$ cat config.mk
export PLATFORM = sky130hd
export DESIGN_NAME = fu_result_arbiter
export DESIGN_NICKNAME = d
export VERILOG_FILES = /design/src/rtl/fu_result_arbiter_pkg.sv /design/src/rtl/fu_result_fifo.sv /design/src/rtl/fu_result_arbiter.sv
export SDC_FILE = /design/constraint.sdc
export NUM_CORES = 1
export LEC_CHECK = 0
export BUFFER_PORTS_ARGS = -buffer_cell sky130_fd_sc_hd__buf_2
export CAP_MARGIN = 20
export CORE_AREA = 5 5 170 172
export CTS_CLUSTER_DIAMETER = 120
export DETAILED_ROUTE_END_ITERATION = 16
export DIE_AREA = 0 0 175 177
export PLACE_DENSITY = 0.74
export RECOVER_POWER = 50
export SLEW_MARGIN = 20
export SYNTH_ARGS = -nofsm -noshare
export SYNTH_HDL_FRONTEND = slang
export SYNTH_HIERARCHICAL = 1
export SYNTH_SLANG_ARGS = --single-unit
$ cat constraint.sdc
create_clock -name clk -period 5.8 [get_ports clk]
set_input_delay 1.16 -clock clk [delete_from_list [all_inputs] [get_ports clk]]
set_output_delay 1.16 -clock clk [all_outputs]
set_load 0.02 [all_outputs]
$ cat src/rtl/fu_result_arbiter_pkg.sv
// Shared constants, result record and small index helpers for the FU result
// arbiter and its per-FU queues.
package fu_result_arbiter_pkg;

    localparam int NUM_FU = 4;
    localparam int DEPTH  = 2;
    localparam int XLEN   = 32;
    localparam int RD_W   = 5;

    localparam int FU_W   = $clog2(NUM_FU);
    localparam int PTR_W  = $clog2(DEPTH);
    localparam int CNT_W  = $clog2(DEPTH + 1);

    localparam int FU_ALU_ID = 0;
    localparam int FU_MEM_ID = 1;
    localparam int FU_MUL_ID = 2;
    localparam int FU_DIV_ID = 3;

    typedef struct packed {
        logic [XLEN-1:0] res;
        logic [RD_W-1:0] rd;
        logic            ovf;
    } fu_result_t;

    function automatic logic [FU_W-1:0] next_fu(input logic [FU_W-1:0] idx);
        return (idx == FU_W'(NUM_FU - 1)) ? '0 : idx + 1'b1;
    endfunction

    function automatic logic [PTR_W-1:0] next_ptr(input logic [PTR_W-1:0] ptr);
        return (ptr == PTR_W'(DEPTH - 1)) ? '0 : ptr + 1'b1;
    endfunction

endpackage

$ cat src/rtl/fu_result_fifo.sv
// One functional unit's result queue: circular buffer of DEPTH entries with
// a registered full flag and a report of pushes rejected at full.
module fu_result_fifo
    import fu_result_arbiter_pkg::*;
(
    input  logic       clk,
    input  logic       rst,
    input  logic       i_push,
    input  logic       i_pop,
    input  fu_result_t i_data,
    output fu_result_t o_head,
    output logic       o_empty,
    output logic       o_full,
    output logic       o_drop
);

    fu_result_t       r_mem [DEPTH];
    logic [PTR_W-1:0] r_head;
    logic [PTR_W-1:0] r_tail;
    logic [CNT_W-1:0] r_count;
    logic             r_full;

    logic             w_do_pop;
    logic             w_do_push;
    logic [CNT_W-1:0] w_count_nxt;

    assign w_do_pop  = i_pop && (r_count != '0);
    // A full queue still accepts a result when its head leaves in the same cycle.
    assign w_do_push = i_push && (!r_full || w_do_pop);
    assign o_drop    = i_push && !w_do_push;

    always_comb begin
        w_count_nxt = r_count;
        if (w_do_push && !w_do_pop) begin
            w_count_nxt = r_count + 1'b1;
        end else if (w_do_pop && !w_do_push) begin
            w_count_nxt = r_count - 1'b1;
        end
    end

    always_ff @(posedge clk) begin
        if (rst) begin
            r_head  <= '0;
            r_tail  <= '0;
            r_count <= '0;
            r_full  <= 1'b0;
        end else begin
            if (w_do_pop) begin
                r_head <= next_ptr(r_head);
            end
            if (w_do_push) begin
                r_tail <= next_ptr(r_tail);
            end
            r_count <= w_count_nxt;
            r_full  <= (w_count_nxt == CNT_W'(DEPTH));
        end
    end

    always_ff @(posedge clk) begin
        if (!rst && w_do_push) begin
            r_mem[r_tail] <= i_data;
        end
    end

    assign o_head  = r_mem[r_head];
    assign o_empty = (r_count == '0);
    assign o_full  = r_full;

endmodule

$ cat src/rtl/fu_result_arbiter.sv
// Buffers functional-unit results per FU and serialises them onto the single
// write-back bus, one per cycle, with round-robin arbitration across FUs.
module fu_result_arbiter
    import fu_result_arbiter_pkg::*;
(
    input  logic                   clk,
    input  logic                   rst,
    input  logic [NUM_FU-1:0]      fu_fin,
    input  logic [NUM_FU*XLEN-1:0] fu_res,
    input  logic [NUM_FU*RD_W-1:0] fu_rd,
    input  logic [NUM_FU-1:0]      fu_ovf,
    output logic [NUM_FU-1:0]      q_full,
    output logic                   wb_valid,
    input  logic                   wb_ready,
    output logic [FU_W-1:0]        wb_fu,
    output logic [XLEN-1:0]        wb_res,
    output logic [RD_W-1:0]        wb_rd,
    output logic                   wb_ovf,
    output logic                   drop_err
);

    logic [FU_W-1:0]   r_rr_ptr;
    logic              r_drop_err;

    fu_result_t        w_head [NUM_FU];
    logic [NUM_FU-1:0] w_empty;
    logic [NUM_FU-1:0] w_full;
    logic [NUM_FU-1:0] w_drop;
    logic [NUM_FU-1:0] w_pop;
    logic [FU_W-1:0]   w_grant;
    logic              w_fire;

    for (genvar i = 0; i < NUM_FU; i++) begin : g_fifo
        fu_result_t w_in;
        assign w_in     = '{res: fu_res[i*XLEN +: XLEN], rd: fu_rd[i*RD_W +: RD_W], ovf: fu_ovf[i]};
        assign w_pop[i] = w_fire && (w_grant == FU_W'(i));

        fu_result_fifo u_fifo (
            .clk     (clk),
            .rst     (rst),
            .i_push  (fu_fin[i]),
            .i_pop   (w_pop[i]),
            .i_data  (w_in),
            .o_head  (w_head[i]),
            .o_empty (w_empty[i]),
            .o_full  (w_full[i]),
            .o_drop  (w_drop[i])
        );
    end

    always_comb begin
        logic [FU_W-1:0] v_idx;
        logic            v_found;
        w_grant = r_rr_ptr;
        v_idx   = r_rr_ptr;
        v_found = 1'b0;
        for (int k = 0; k < NUM_FU; k++) begin
            if (!v_found && !w_empty[v_idx]) begin
                w_grant = v_idx;
                v_found = 1'b1;
            end
            v_idx = next_fu(v_idx);
        end
    end

    assign wb_valid = ~&w_empty;
    assign w_fire   = wb_valid && wb_ready;

    always_comb begin
        wb_fu  = '0;
        wb_res = '0;
        wb_rd  = '0;
        wb_ovf = 1'b0;
        if (wb_valid) begin
            wb_fu  = w_grant;
            wb_res = w_head[w_grant].res;
            wb_rd  = w_head[w_grant].rd;
            wb_ovf = w_head[w_grant].ovf;
        end
    end

    // While stalled the search restarts at the presented FU, so a result
    // arriving at an earlier-priority queue cannot displace it.
    always_ff @(posedge clk) begin
        if (rst) begin
            r_rr_ptr   <= '0;
            r_drop_err <= 1'b0;
        end else begin
            if (w_fire) begin
                r_rr_ptr <= next_fu(w_grant);
            end else if (wb_valid) begin
                r_rr_ptr <= w_grant;
            end
            r_drop_err <= r_drop_err | (|w_drop);
        end
    end

    assign q_full   = w_full;
    assign drop_err = r_drop_err;

endmodule

# --- Word-level counts from Yosys, hierarchy flattened ---
# Memories as Yosys holds them, arrays and structs flattened. A register that Yosys moved wholly into a read port is not among the register bits.
# Cells that the tools add are included.
# W data, S select, Z words.
word_totals:
  regBits: 23
  ramBits: 304
  inputBits: 159
  output_inout_bits: 46
  wordCells: 185
  n_memories: 4
mem_list:
  columns: ["memory", "depth", "word_bits", "rd", "rd_ports_with_merged_regs", "wr", "line_no", "text"]
  rows:
  - ["g_fifo[0].u_fifo.r_mem", 2, 38, 1, 1, 1, "fu_result_fifo.sv:17", "fu_result_t r_mem [DEPTH];"]
  - ["g_fifo[1].u_fifo.r_mem", 2, 38, 1, 1, 1, "fu_result_fifo.sv:17", null]
  - ["g_fifo[2].u_fifo.r_mem", 2, 38, 1, 1, 1, "fu_result_fifo.sv:17", null]
  - ["g_fifo[3].u_fifo.r_mem", 2, 38, 1, 1, 1, "fu_result_fifo.sv:17", null]
op_classes:
  n_addsub: 20
  order_cmp: 5
  eq_ne: 11
  n_mux: 59
  n_bitwise: 2
  reduce_logical: 66
op_table:
  columns: ["cell", "count"]
  rows:
  - ["$bmux W38 S2", 1]
  - ["$mux W38", 2]
  - ["$mux W2", 18]
  - ["$logic_and A1 B1 Y1", 32]
  - ["$mux W1", 32]
  - ["$mux W32", 1]
  - ["$logic_not A1 Y1", 19]
  - ["$eq A2 B2 Y1 const B", 9]
  - ["$add A2 B1 Y2 const B", 8]
  - ["$lt A2 B3 Y1 const B", 4]
  - ["$logic_not A2 Y1", 5]
  - ["$add A1 B1 Y1 const B", 8]
  - ["$bmux W1 S2", 4]
  - ["$reduce_bool A2 Y1", 4]
  - ["$sub A2 B1 Y2 const B", 4]
  - ["$mux W5", 1]
  - ["$logic_or A1 B1 Y1", 4]
  - ["$reduce_and A4 Y1", 1]
  - ["$reduce_or A4 Y1", 1]
  - ["$ge A3 B3 Y1 const B", 1]
  - ["$not A2 Y3", 1]
  - ["$eq A2 B1 Y1 const B", 1]
  - ["$ne A2 B2 Y1 const B", 1]
  - ["$or A1 B1 Y1", 1]

# --- Longest topological paths before layout ---
logic_depth:
  depth_word: 23
  ltp_mapped: 17
  mapped_depth_nobuf: 14

# --- By module ---
# The synthesis kept the hierarchy.
modules_own_cells:
  columns: ["module", "n_inst", "cells_each", "area_each_um2", "seq_area_each_um2"]
  rows:
  - ["fu_result_fifo", 4, 150, 3056.7, 2402.3]
  - ["fu_result_arbiter", 1, 204, 1702.9, 60.1]

# --- Worst setup path after synthesis ---
# OpenSTA, ideal clock, no wires.
synth_timing:
  kind: "register -> register"
  start: "register r_rr_ptr[0]"
  end: "memory g_fifo[1].u_fifo/r_mem[1][0] (netlist name) (enable)"
  setup_ns: 0.489
  arrival_ns: 5.529
  required_ns: 5.311
  slack_ns: -0.217
  path_stages_with_launch: 16
  n_path_buf: 4
  period_less_slack_ns: 6.017
  path_cell_list: "dfxtp_1 ha_1 buf_6 mux4_2 and2_4 nand4_1 o311ai_1 buf_6 buf_6 buf_8 inv_1 ha_1 and3_1 and2b_1 o21ai_2 nor3b_1"
synth_between:
  elab_chain_len: 21
  word_cells_on_any_way: 39
  cone_classes: "add/sub (3); eq/ne (4); mux (19); reduce/logical (13)"
synth_rtl:
  columns: ["element", "line_no", "text"]
  rows:
  - ["start: declaration", "fu_result_arbiter.sv:22", "logic [FU_W-1:0] r_rr_ptr;"]
  - ["start signal: assignment", "fu_result_arbiter.sv:90", "r_rr_ptr <= next_fu(w_grant);"]
  - ["start signal: assignment", "fu_result_arbiter.sv:92", "r_rr_ptr <= w_grant;"]
  - ["parallel branches: the longest is 12 deep, another holds $add A2 B1 Y2", null, null]
  - ["$mux W2 (*)", "fu_result_arbiter.sv:58", "if (!v_found && !w_empty[v_idx]) begin"]
  - ["$eq A2 B1 Y1 (*)", "fu_result_arbiter.sv:36", "assign w_pop[i] = w_fire && (w_grant == FU_W'(i));"]
  - ["$logic_and A1 B1 Y1 (*)", "fu_result_arbiter.sv:36", null]
  - ["net w_pop[1]", "fu_result_arbiter.sv:29", "logic [NUM_FU-1:0] w_pop;"]
  - ["$logic_and A1 B1 Y1 (*)", "fu_result_fifo.sv:27", "assign w_do_pop = i_pop && (r_count != '0);"]
  - ["$logic_or A1 B1 Y1 (*)", "fu_result_fifo.sv:29", "assign w_do_push = i_push && (!r_full || w_do_pop);"]
  - ["$logic_and A1 B1 Y1 (*)", "fu_result_fifo.sv:29", null]
  - ["$logic_and A1 B1 Y1 (*)", "fu_result_fifo.sv:60", "if (!rst && w_do_push) begin"]
  - ["$mux W1 (*)", "fu_result_fifo.sv:60", null]
  - ["$mux W1 (implied by the code) (*)", "fu_result_fifo.sv:61", "r_mem[r_tail] <= i_data;"]
  - ["end: declaration", "fu_result_fifo.sv:17", null]
# Mark *: on every way through the listed nets, which the timed path passes. The select of a mux whose other input is x is not followed.

# --- Worst setup path in the final report ---
layout_timing:
  start: "register r_rr_ptr[0]"
  end: "output port wb_res[21]"
layout_between:
  elab_chain_len: 18
  word_cells_on_any_way: 36
  cone_classes: "add/sub (3); eq/ne (3); mux (21); bitwise (1); reduce/logical (8)"
layout_rtl:
  columns: ["element", "line_no", "text"]
  rows:
  - ["parallel branches: the longest is 12 deep, another holds $add A2 B1 Y2", null, null]
  - ["$mux W2 (*)", "fu_result_arbiter.sv:58", null]
  - ["$not A2 Y3 (implied by the code) (*)", "fu_result_arbiter.sv:76", "wb_res = w_head[w_grant].res;"]
  - ["$bmux W38 S2 (*)", "fu_result_arbiter.sv:76", null]
  - ["$mux W38 (*) (2 in series)", null, null]
  - ["$mux W32 (*)", "fu_result_arbiter.sv:74", "if (wb_valid) begin"]
  - ["end: declaration", "fu_result_arbiter.sv:16", "output logic [XLEN-1:0] wb_res,"]
# Mark *: on every way between the ends. The select of a mux whose other input is x is not followed.

==> run summary <==
asr flop ratio synth - 0%
Final Cycle Share - 88.9%
gr ovfl total - 0
placed cells - 1326
register bit total from synthesis - 331
WL final - 33100 µm
post-DP HPWL - 23100 µm
post-synthesis sequential area ratio - 69.4%
final instance area - 0.0162 mm²
Residual DRC - 0
Switch Pwr - 0.00449 W
slowest cell on the critical path - dfxtp_1
Leakage - 5.95 nW
RSZ-0062 raised after global routing - false
Mapped Area - 0.0139 mm²
CP top delay family - multiplexers
Resize count post-CTS - 0
Synth Area per Inst - 17.3 µm²
Final Skew - 0.0199 ns
CP bufs+invs - 2
Yosys top cell by area - edfxtp_1
Clock Power Share - 20.0%
Power Internal - 0.00612 W
routability congestion estimate - 0.822
f_max - 194 MHz
Placeable Area - 0.0273 mm²
CP Cell Sequence - ha_1, mux4_2, a21oi_1, o21ai_0, o311ai_0, buf_12, mux2i_1, o22ai_1, buf_2
Power Density - 654 mW/mm²
r2r endpoint - g_fifo[0].u_fifo/r_mem[1][25]
Detailed Route Iter0 Violations - 709
final hold viol count - 0
YS warnings - 6
Setup WS post-layout - 0.646 ns
via count - 7796
initial antenna violation count - 6
synth unique cells - 47
port bufs - 204
clk_lat worst skew - 0.52 ns
fin crit period - 5.15 ns
synth cell count leaders - edfxtp_1 (304), mux2_1 (96), mux2i_1 (92)
Finished Layout Cells - 1385
clk root buf - clkbuf_16
number of hold buffers added after CTS - 0
Starting Density - 51.0%
Area contributors post-synth - edfxtp_1 (66%), mux2_1 (7.8%), mux2i_1 (6.6%)
P&R area growth vs syn - 16.5%
CTS buffer count - 35
CTS tree - built
layout cells sized above 1 - 25.0%
Reg2Reg Depth - 12
nets@finish - 1186
vias in the first global route - 7936
crit path launch type - flip-flop
Max Cap Viol - 0
Slew @ Worst Pin - 1.08 ns
WL/cell - 23.9 µm
ANT nets after route - 0
clock sink count - 331
GRT Resource Usage Total - 21.0%
reg-to-reg startpoint - r_rr_ptr[0]
Worst path max stage delay - 0.65 ns
post-layout util - 59.4%
Slew HR - 28.2%
# IOs - 205
status - finished clean
FF+latch area - 0.00967 mm²
Multi-input gate area - 0.00393 mm²
Die W - 175 µm
R2R Setup Slk - 0.95 ns
H-tree Lvls - 2
Vias/cell - 5.63
die height - 177 µm
crit end category - output port
Switching Share - 42.3%
Yosys top cell area share - 65.5%
Max VDD drop - 0.640 mV
Arr. time, crit path - 3.99 ns
die area - 0.0310 mm²
dpl cell area - 0.0153 mm²
Pwr Total - 0.0106 W
Hold Crit Class - reg -> reg
clock-pin slew on the worst setup and hold paths - 0.06 ns
fill count - 2136
setup bufs post-CTS - 0
endpoints failing setup - 0
logic gate share of total power - 50.5%
kind of critical path - reg -> out
Hold Crit Start - drop_err
number of synthesized flops with an enable pin - 304
largest net degree at the start of global routing - 64
site row count - 61
Worst Hold Depth - 2
drt first pass iters - 5
CP required - 4.64 ns
top-count cell post-synth - edfxtp_1
sequential group share of total power - 29.5%
Final Max Slew Viols - 0
WHS Endpoint - drop_err
Mapped Cells - 804
Main synth FF type - edfxtp_1
Crit Path Max Fanout - 63
syn_nets - 973
first-pass GRT wire length - 48900 µm
Setup WS pre-CTS - 1.23 ns
Clock Path Buffers - 3
==> metrics by stage <==
| stage | hold WS [ns] | TNS, ns |
|---|---|---|
| global route | 0.538 | 0 |
| finish | 0.509 | 0 |
| global placement | 0.477 | 0 |
| CTS | 0.506 | 0 |
| floorplan | 0.481 | -0.602 |
| detailed placement | 0.489 | 0 |
==> power groups by stage <==
stage	logic, W	registers (W)	clock network, W
2_1_floorplan	0.00396	0.00302	0
3_3_place_gp	0.00536	0.00317	0
3_5_place_dp	0.00543	0.00319	0
4_1_cts	0.00544	0.00314	0.00217
5_1_grt	0.00566	0.00316	0.00227
6_report	0.00537	0.00313	0.00212
==> final cells by class <==
class	count	area share, %
sequential	331	59.6
multi-input combinational	414	24.2
timing repair buffer	218	6.43
clock buffer	43	5.58
tap	346	2.67
clock inverter	14	1.06
inverter	17	0.393
antenna	2	0.0308
==> worst max-delay path by stage <==
stage	end	cells past startpoint	start	slack, ns
after floorplan	g_fifo[1].u_fifo/r_mem[0][0]	15	r_rr_ptr[0]	-0.008
final	wb_res[21]	9	r_rr_ptr[0]	0.65
after CTS	wb_res[2]	9	r_rr_ptr[0]	0.68
after global placement	wb_res[2]	9	r_rr_ptr[0]	1.27
after global routing	wb_res[2]	9	r_rr_ptr[0]	0.41
after detailed placement	wb_res[2]	9	r_rr_ptr[0]	1.23
==> kinds of logic (layout without fill, tap and decap cells) <==
group	Yosys count	count (layout)	share of synthesized area, %
AOI/OAI and AO/OA	62	62	3.08
xor gates and xnor gates	13	13	0.817
adders and majority gates	10	10	0.898
buffers and inverters	59	292	2.60
DFF	331	331	69.4
muxes	248	248	19.4
other	0	2	0
and+or+nand+nor	81	81	3.80
==> worst reg2reg max path: cells and delay by family (launching register included) <==
family                     cells  cell delay (ns)
AOI/OAI and AO/OA              4             0.77
buffers and inverters          2             0.95
DFF                            1             0.65
muxes                          1             0.57
and+or+nand+nor                3             0.83
adders and majority gates      2             0.66
==> flip-flops by register name (all words and copies together), names as in the netlist, named ones only <==
signal	count
g_fifo.u_fifo/r_mem	304
g_fifo.u_fifo/r_count	8
g_fifo.u_fifo/o_full	4
g_fifo.u_fifo/r_head	4
g_fifo.u_fifo/r_tail	4
r_rr_ptr	2
drop_err	1
==> metal layers <==
| layer | global-route usage, % | vias up | part of all wire [%] |
|---|---|---|---|
| met5 | 0 | - | 0.15 |
| met3 | 5.66 | 60 | 7.9 |
| met2 | 32.0 | 291 | 46 |
| met4 | 6.02 | 8 | 2.4 |
| li1 | - | 3555 | - |
| met1 | 30.2 | 3882 | 44 |
==> placed cells by master (no fill, tap or decap), types with 3 or more instances in the layout <==
cell type,Yosys,routed
edfxtp_1,304,304
buf_2,11,108
clkbuf_1,6,104
mux2_1,96,96
mux2i_1,92,92
mux2_2,58,58
o22ai_1,38,38
clkbuf_16,0,35
nor2_1,25,25
dfxtp_1,27,23
inv_1,17,17
buf_4,9,11
ha_1,10,10
xnor2_1,9,9
o21ai_0,4,8
and3_1,8,8
nand2b_2,8,8
nor3_1,9,6
nand2_1,5,5
a211oi_1,1,5
clkinv_2,0,5
and3_2,4,4
and2b_1,4,4
nor3b_4,0,4
xor2_1,4,4
nor4b_4,4,4
dfxtp_2,0,4
nand3_1,3,3
bufinv_16,0,3
nor3_2,0,3
buf_12,0,3
No activity file was read; power rests on OpenSTA's default activity.
